### src/rtl/tube_gate_readout.sv
// ----------------------------------------------------------------------------
// tube_gate_readout
//
// Gate controller and readout sequencer for the tube hit-time capture cells.
//
// On a trigger it opens a fixed-length gate and drives a shared time counter
// into every cell. It then streams each cell's captured value out on a
// valid/ready interface. Finally it pulses the cells' clear line and re-arms.
//
// Ports
//   clk        : clock, all logic on the rising edge
//   clr_n      : asynchronous active-low reset
//   trig       : trigger (synchronous to clk), accepted only while idle
//   tube_data  : captured counter values, tube 0 in the LSBs
//   gate_en    : gate enable to all cells, high only while gating
//   tube_cntr  : shared time counter to all cells
//   tube_clr   : active-high clear to all cells
//   busy       : high whenever the sequencer is not idle
//   out_valid  : readout word valid
//   out_ready  : downstream accepts when out_valid & out_ready
//   out_tube   : tube index of the current word
//   out_time   : captured value of tube out_tube
//   out_hit    : tube fired inside the gate (value differs from GATE_LEN)
//   out_last   : word belongs to the last tube
//   evt_count  : accepted triggers, wrapping
//   drop_count : triggers seen while busy, saturating
//
// N_TUBES must be at least 2.
// ----------------------------------------------------------------------------
module tube_gate_readout #(
   parameter int N_TUBES  = 16,
   parameter int CNT_W    = 8,
   parameter int GATE_LEN = 200,
   parameter int CLR_LEN  = 2
) (
   input  logic                       clk,
   input  logic                       clr_n,
   input  logic                       trig,
   input  logic [N_TUBES*CNT_W-1:0]   tube_data,
   output logic                       gate_en,
   output logic [CNT_W-1:0]           tube_cntr,
   output logic                       tube_clr,
   output logic                       busy,
   output logic                       out_valid,
   input  logic                       out_ready,
   output logic [$clog2(N_TUBES)-1:0] out_tube,
   output logic [CNT_W-1:0]           out_time,
   output logic                       out_hit,
   output logic                       out_last,
   output logic [15:0]                evt_count,
   output logic [7:0]                 drop_count
);

   localparam int IDX_W = $clog2(N_TUBES);
   localparam int CLR_W = $clog2(CLR_LEN + 1);

   localparam logic [CNT_W-1:0] GATE_END = CNT_W'(GATE_LEN);
   localparam logic [IDX_W-1:0] LAST_IDX = IDX_W'(N_TUBES - 1);
   localparam logic [CLR_W-1:0] CLR_INIT = CLR_W'(CLR_LEN);

   typedef enum logic [2:0] {
      ST_CLEAR  = 3'd0,
      ST_IDLE   = 3'd1,
      ST_GATE   = 3'd2,
      ST_SETTLE = 3'd3,
      ST_READ   = 3'd4
   } state_t;

   state_t            state_r;
   state_t            state_nx_s;
   logic [CLR_W-1:0]  clr_cnt_r;
   logic [CLR_W-1:0]  clr_cnt_nx_s;
   logic [CNT_W-1:0]  cntr_nx_s;
   logic [IDX_W-1:0]  idx_nx_s;
   logic              load_s;
   logic              accept_s;
   logic [CNT_W-1:0]  sel_time_s;

   // out_tube doubles as the readout index register.
   assign accept_s   = out_valid & out_ready;
   assign sel_time_s = tube_data[int'(idx_nx_s)*CNT_W +: CNT_W];

   // Next-state, next-counter and next-index logic.
   always_comb begin
      state_nx_s   = state_r;
      clr_cnt_nx_s = clr_cnt_r;
      cntr_nx_s    = tube_cntr;
      idx_nx_s     = out_tube;
      load_s       = 1'b0;
      case (state_r)
         ST_CLEAR: begin
            cntr_nx_s = {CNT_W{1'b0}};
            if (clr_cnt_r <= CLR_W'(1)) begin
               state_nx_s = ST_IDLE;
            end else begin
               clr_cnt_nx_s = clr_cnt_r - CLR_W'(1);
            end
         end
         ST_IDLE: begin
            cntr_nx_s = {CNT_W{1'b0}};
            if (trig) begin
               state_nx_s = ST_GATE;
               cntr_nx_s  = CNT_W'(1);
            end else begin
               state_nx_s = ST_IDLE;
            end
         end
         ST_GATE: begin
            if (tube_cntr == GATE_END) begin
               // Counter holds GATE_LEN so cells that never fired stay stable.
               state_nx_s = ST_SETTLE;
            end else begin
               cntr_nx_s = tube_cntr + CNT_W'(1);
            end
         end
         ST_SETTLE: begin
            state_nx_s = ST_READ;
            idx_nx_s   = {IDX_W{1'b0}};
            load_s     = 1'b1;
         end
         ST_READ: begin
            if (accept_s) begin
               if (out_tube == LAST_IDX) begin
                  state_nx_s   = ST_CLEAR;
                  clr_cnt_nx_s = CLR_INIT;
                  cntr_nx_s    = {CNT_W{1'b0}};
               end else begin
                  idx_nx_s = out_tube + IDX_W'(1);
                  load_s   = 1'b1;
               end
            end else begin
               state_nx_s = ST_READ;
            end
         end
         default: begin
            state_nx_s   = ST_CLEAR;
            clr_cnt_nx_s = CLR_INIT;
            cntr_nx_s    = {CNT_W{1'b0}};
         end
      endcase
   end

   // State and clear-length counter registers.
   always_ff @(posedge clk or negedge clr_n) begin
      if (!clr_n) begin
         state_r   <= ST_CLEAR;
         clr_cnt_r <= CLR_INIT;
      end else begin
         state_r   <= state_nx_s;
         clr_cnt_r <= clr_cnt_nx_s;
      end
   end

   // Registered control and readout outputs, decoded from the next state.
   always_ff @(posedge clk or negedge clr_n) begin
      if (!clr_n) begin
         gate_en   <= 1'b0;
         tube_cntr <= {CNT_W{1'b0}};
         tube_clr  <= 1'b1;
         busy      <= 1'b1;
         out_valid <= 1'b0;
         out_tube  <= {IDX_W{1'b0}};
         out_time  <= {CNT_W{1'b0}};
         out_hit   <= 1'b0;
         out_last  <= 1'b0;
      end else begin
         gate_en   <= (state_nx_s == ST_GATE);
         tube_cntr <= cntr_nx_s;
         tube_clr  <= (state_nx_s == ST_CLEAR);
         busy      <= (state_nx_s != ST_IDLE);
         out_valid <= (state_nx_s == ST_READ);
         // Word fields only change when a new word is presented, so they
         // stay stable while the consumer stalls.
         if (load_s) begin
            out_tube <= idx_nx_s;
            out_time <= sel_time_s;
            out_hit  <= (sel_time_s != GATE_END);
            out_last <= (idx_nx_s == LAST_IDX);
         end
      end
   end

   // Event and dropped-trigger statistics.
   always_ff @(posedge clk or negedge clr_n) begin
      if (!clr_n) begin
         evt_count  <= 16'd0;
         drop_count <= 8'd0;
      end else begin
         if (trig && (state_r == ST_IDLE)) begin
            evt_count <= evt_count + 16'd1;
         end
         if (trig && (state_r != ST_IDLE) && (drop_count != 8'hFF)) begin
            drop_count <= drop_count + 8'd1;
         end
      end
   end

endmodule
### config.mk
export PLATFORM = sky130hd
export DESIGN_NAME = tube_gate_readout
export DESIGN_NICKNAME = d
export VERILOG_FILES = /design/src/rtl/tube_gate_readout.sv
export SDC_FILE = /design/constraint.sdc
export NUM_CORES = 1
export LEC_CHECK = 0
export CAP_MARGIN = 10
export CORE_MARGIN = 2
export CORE_UTILIZATION = 40
export CTS_CLUSTER_SIZE = 20
export DETAILED_ROUTE_END_ITERATION = 16
export GPL_ROUTABILITY_DRIVEN = 0
export GPL_TIMING_DRIVEN = 0
export PLACE_DENSITY = 0.83
export REMOVE_ABC_BUFFERS = 1
export SKIP_CTS_REPAIR_TIMING = 1
export SLEW_MARGIN = 25
export SYNTH_ARGS = -nofsm -noshare
export SYNTH_HDL_FRONTEND = slang
export SYNTH_SLANG_ARGS = --single-unit
### constraint.sdc
create_clock -name clk -period 3.6 [get_ports clk]
set_clock_uncertainty 0.2 [all_clocks]
set_input_delay 1.08 -clock clk [delete_from_list [all_inputs] [get_ports clk]]
set_output_delay 1.08 -clock clk [all_outputs]
set_load 0.02 [all_outputs]
==> results.yml <==
outcome:
  status: "finished clean"
job:
  cap_violations: 0
route:
  dr.first_iter.drc_count: 118
  via_count: 3617
  firstDrtPassIters: 4
  avgViaCountPerCell: 5.58
  drc: 0
  detail_route.wl_per_cell_um: 16.5
  drt-total-wl_mm: 10.7
  antenna_left: 0
grt:
  grtUsageMet2: 0.393
  grt_antenna_before_repair: 0
  grt_pass1_wl_mm: 17.1
  grt.busiest_layer: "met2"
  grt.total_usage: 0.213
  met3_usage: 0.0401
  grt_pass1_vias: 3500
  grt_overflow: 0
  grt_max_degree: 56
  use_met1: 0.258
die:
  fp.dieW_um: 99.3
  io_pins: 182
  start_util: 0.414
  dieArea_um2: 9850
  core-area_um2: 8760
  rows: 34
  dieHeight_um: 99.3
timing:
  layout_min_cycle_time_ns: 3.50
  relSlewSlack: 0.398
  worst_slack_ns: 0.104
  setup_violations: 0
  worst_slew_pin_slew_ns: 0.895
  hold_ws_ns: 0.274
  finalSetupTns_ns: 0
  hold_viol: 0
  period_share: 0.971
  slew_viol_final: 0
  max_freq_mhz: 286
clocking:
  htreeDepth: 2
  numCtsBuffers: 5
  cts_tree: "done"
  cts.sinks: 55
  clock-root-buffer: "clkbuf_8"
  cts_buffer_depth: 2
  path_clk_slew_ns: 0.09
  worstSkewPairLatency_ns: 0.30
logic_synthesis:
  ys_types: 58
  syn_area_um2: 3630
  synth_edf_count: 0
  synth_common_cells: "62 x nand2_1, 52 x dfrtp_1, 23 x o21ai_0"
  yosysWarnings: 0
  syn_area_per_cell_um2: 10.2
  yosys.cell_count.top_type: "nand2_1"
  yosysTopAreaCellShare: 0.358
  synthCells: 355
  ys_seq_area_frac: 0.380
  ys_seq_elements: 55
  yosys-top-cells-area: "dfrtp_1 36%, mux4_2 11%, nand2_1 6.4%, mux4_1 5.1%, xnor2_1 3.4%"
  async_reset_ff_frac: 1.00
  yosysTopAreaCell: "dfrtp_1"
  ys.flop_type: "dfrtp_1"
final_layout:
  multiInputGateArea_um2: 2180
  final_area_um2: 5760
  areaGrowthSynthToFinish_pct: 58.7
  fin_nets: 677
  drive_gt1_frac: 0.133
  seq_area_um2: 1380
  fill_cells: 710
  final_util: 0.657
  n_antenna_cell: 0
hold_path:
  min_path_type: "flip-flop to flip-flop"
power_and_ir_drop:
  p_leak_nw: 2.32
  peakVddDrop_uv: 254
  switching_share: 0.402
  clkPwrFrac: 0.124
  power_density_nw_per_um2: 498
  comb_power_share: 0.533
  power_frac_seq: 0.343
  internal_power_mw: 1.72
  netSwitchingPower_mw: 1.15
placement:
  pre_cts_slack_ns: -1.11
  port_buffers: 181
  dpl.hpwl_mm: 8.61
  dpl_cell_area_um2: 5510
critical_path:
  crit_path_end_kind: "flip-flop"
  path_max_fanout: 7
  worst-endpoint-arrival_ns: 3.46
  timing_worst_setup_path_type: "primary input to flip-flop"
  critPathLaunchType: "primary input"
  cp_data_required_time_ns: 3.57
power groups by stage:
stage          registers (mW)  clock network, mW  logic [mW]
6_report                0.984              0.355        1.53
5_1_grt                  1.02              0.396        1.67
4_1_cts                 0.975              0.368        1.47
3_5_place_dp            0.987                  0        1.46
3_3_place_gp            0.976                  0        1.42
2_1_floorplan            1.12                  0       0.673
cell type report:
type                            count  share of cell area
Clock buffer                        6              0.0143
Tap cell                          108              0.0235
Multi-Input combinational cell    275               0.378
Inverter                            8             0.00760
Clock inverter                      2             0.00282
Sequential cell                    55               0.240
Timing Repair Buffer              194               0.334
worst max-delay path, stage by stage:
cell and delay (ns):
dlymetal6s2s_1 0.16, nand2_4 0.12, nor4b_2 0.06, o211ai_1 0.32
buf_4 0.27, buf_6 0.16, buf_8 0.13, buf_6 0.12
mux4_2 0.50, a22oi_1 0.20, nand2_1 0.10, nor2_2 0.13
a32oi_1 0.11
flip-flops by register name, summed over array words and instances, names as in the netlist:
| signal | count |
|---|---|
| state_r | 3 |
| clr_cnt_r | 2 |
| out_last | 1 |
| gate_en | 1 |
| tube_cntr | 8 |
| out_time | 8 |
| drop_count | 8 |
| tube_clr | 1 |
| out_valid | 1 |
| out_hit | 1 |
| busy | 1 |
| evt_count | 16 |
| out_tube | 4 |
per-stage QoR:
stage	power [mW]	std cells
floorplan	1.80	338
finish	2.87	648
CTS	2.81	639
global route	3.09	648
detailed placement	2.45	631
global placement	2.39	627
routing by layer:
metal | share of wire | vias up
met3 | 0.062 | 14
met5 | 0 | -
met4 | 0.014 | 0
met2 | 0.54 | 139
li1 | - | 1707
met1 | 0.39 | 1757
cell families after synthesis:
group / share of synthesized area
compound gates: 0.143
xor+xnor: 0.0531
fa+ha+maj: 0.0207
buf+inv: 0.0348
flops: 0.380
mux: 0.172
simple gates: 0.196
worst paths after layout:
| check | slack [ns] | end | cells after the start | from |
|---|---|---|---|---|
| max | 0.10 | out_hit | 13 | out_ready |
| min | 0.27 | out_last | 2 | out_last |
| max reg2reg | 0.14 | out_hit | 11 | out_tube[0] |
| min reg2reg | 0.27 | out_last | 2 | out_last |
| max in group asynchronous | 2.10 | out_tube[0] | 1 | clr_n |
| min in group asynchronous | 0.61 | tube_cntr[2] | 1 | clr_n |
cell usage in the layout, fill, tap and decap left out, drive strengths merged, types with 2 or more instances in the layout:
cell / synthesis / layout
a22oi: 7 / 7
a32oi: 3 / 3
a22o: 2 / 2
clkbuf: 6 / 6
buf: 11 / 14
dfstp: 3 / 3
o21a: 7 / 7
nand2: 63 / 63
mux4: 24 / 24
nor3b: 2 / 2
a31oi: 3 / 3
mux2: 5 / 5
ha: 6 / 6
dfrtp: 52 / 52
a221oi: 2 / 2
nor3: 3 / 3
o21ai: 23 / 23
a311o: 2 / 2
xor2: 8 / 8
a211oi: 7 / 7
a21oi: 5 / 5
clkdlybuf4s50: 0 / 179
nor2: 22 / 22
nand3: 18 / 18
and2: 3 / 3
clkinv: 0 / 2
nor4b: 2 / 2
o211ai: 2 / 2
nor4: 5 / 5
inv: 8 / 7
o311ai: 3 / 3
or3b: 2 / 2
and3: 8 / 8
xnor2: 14 / 14
nand4: 10 / 10
(Power assumes the default switching activity.)
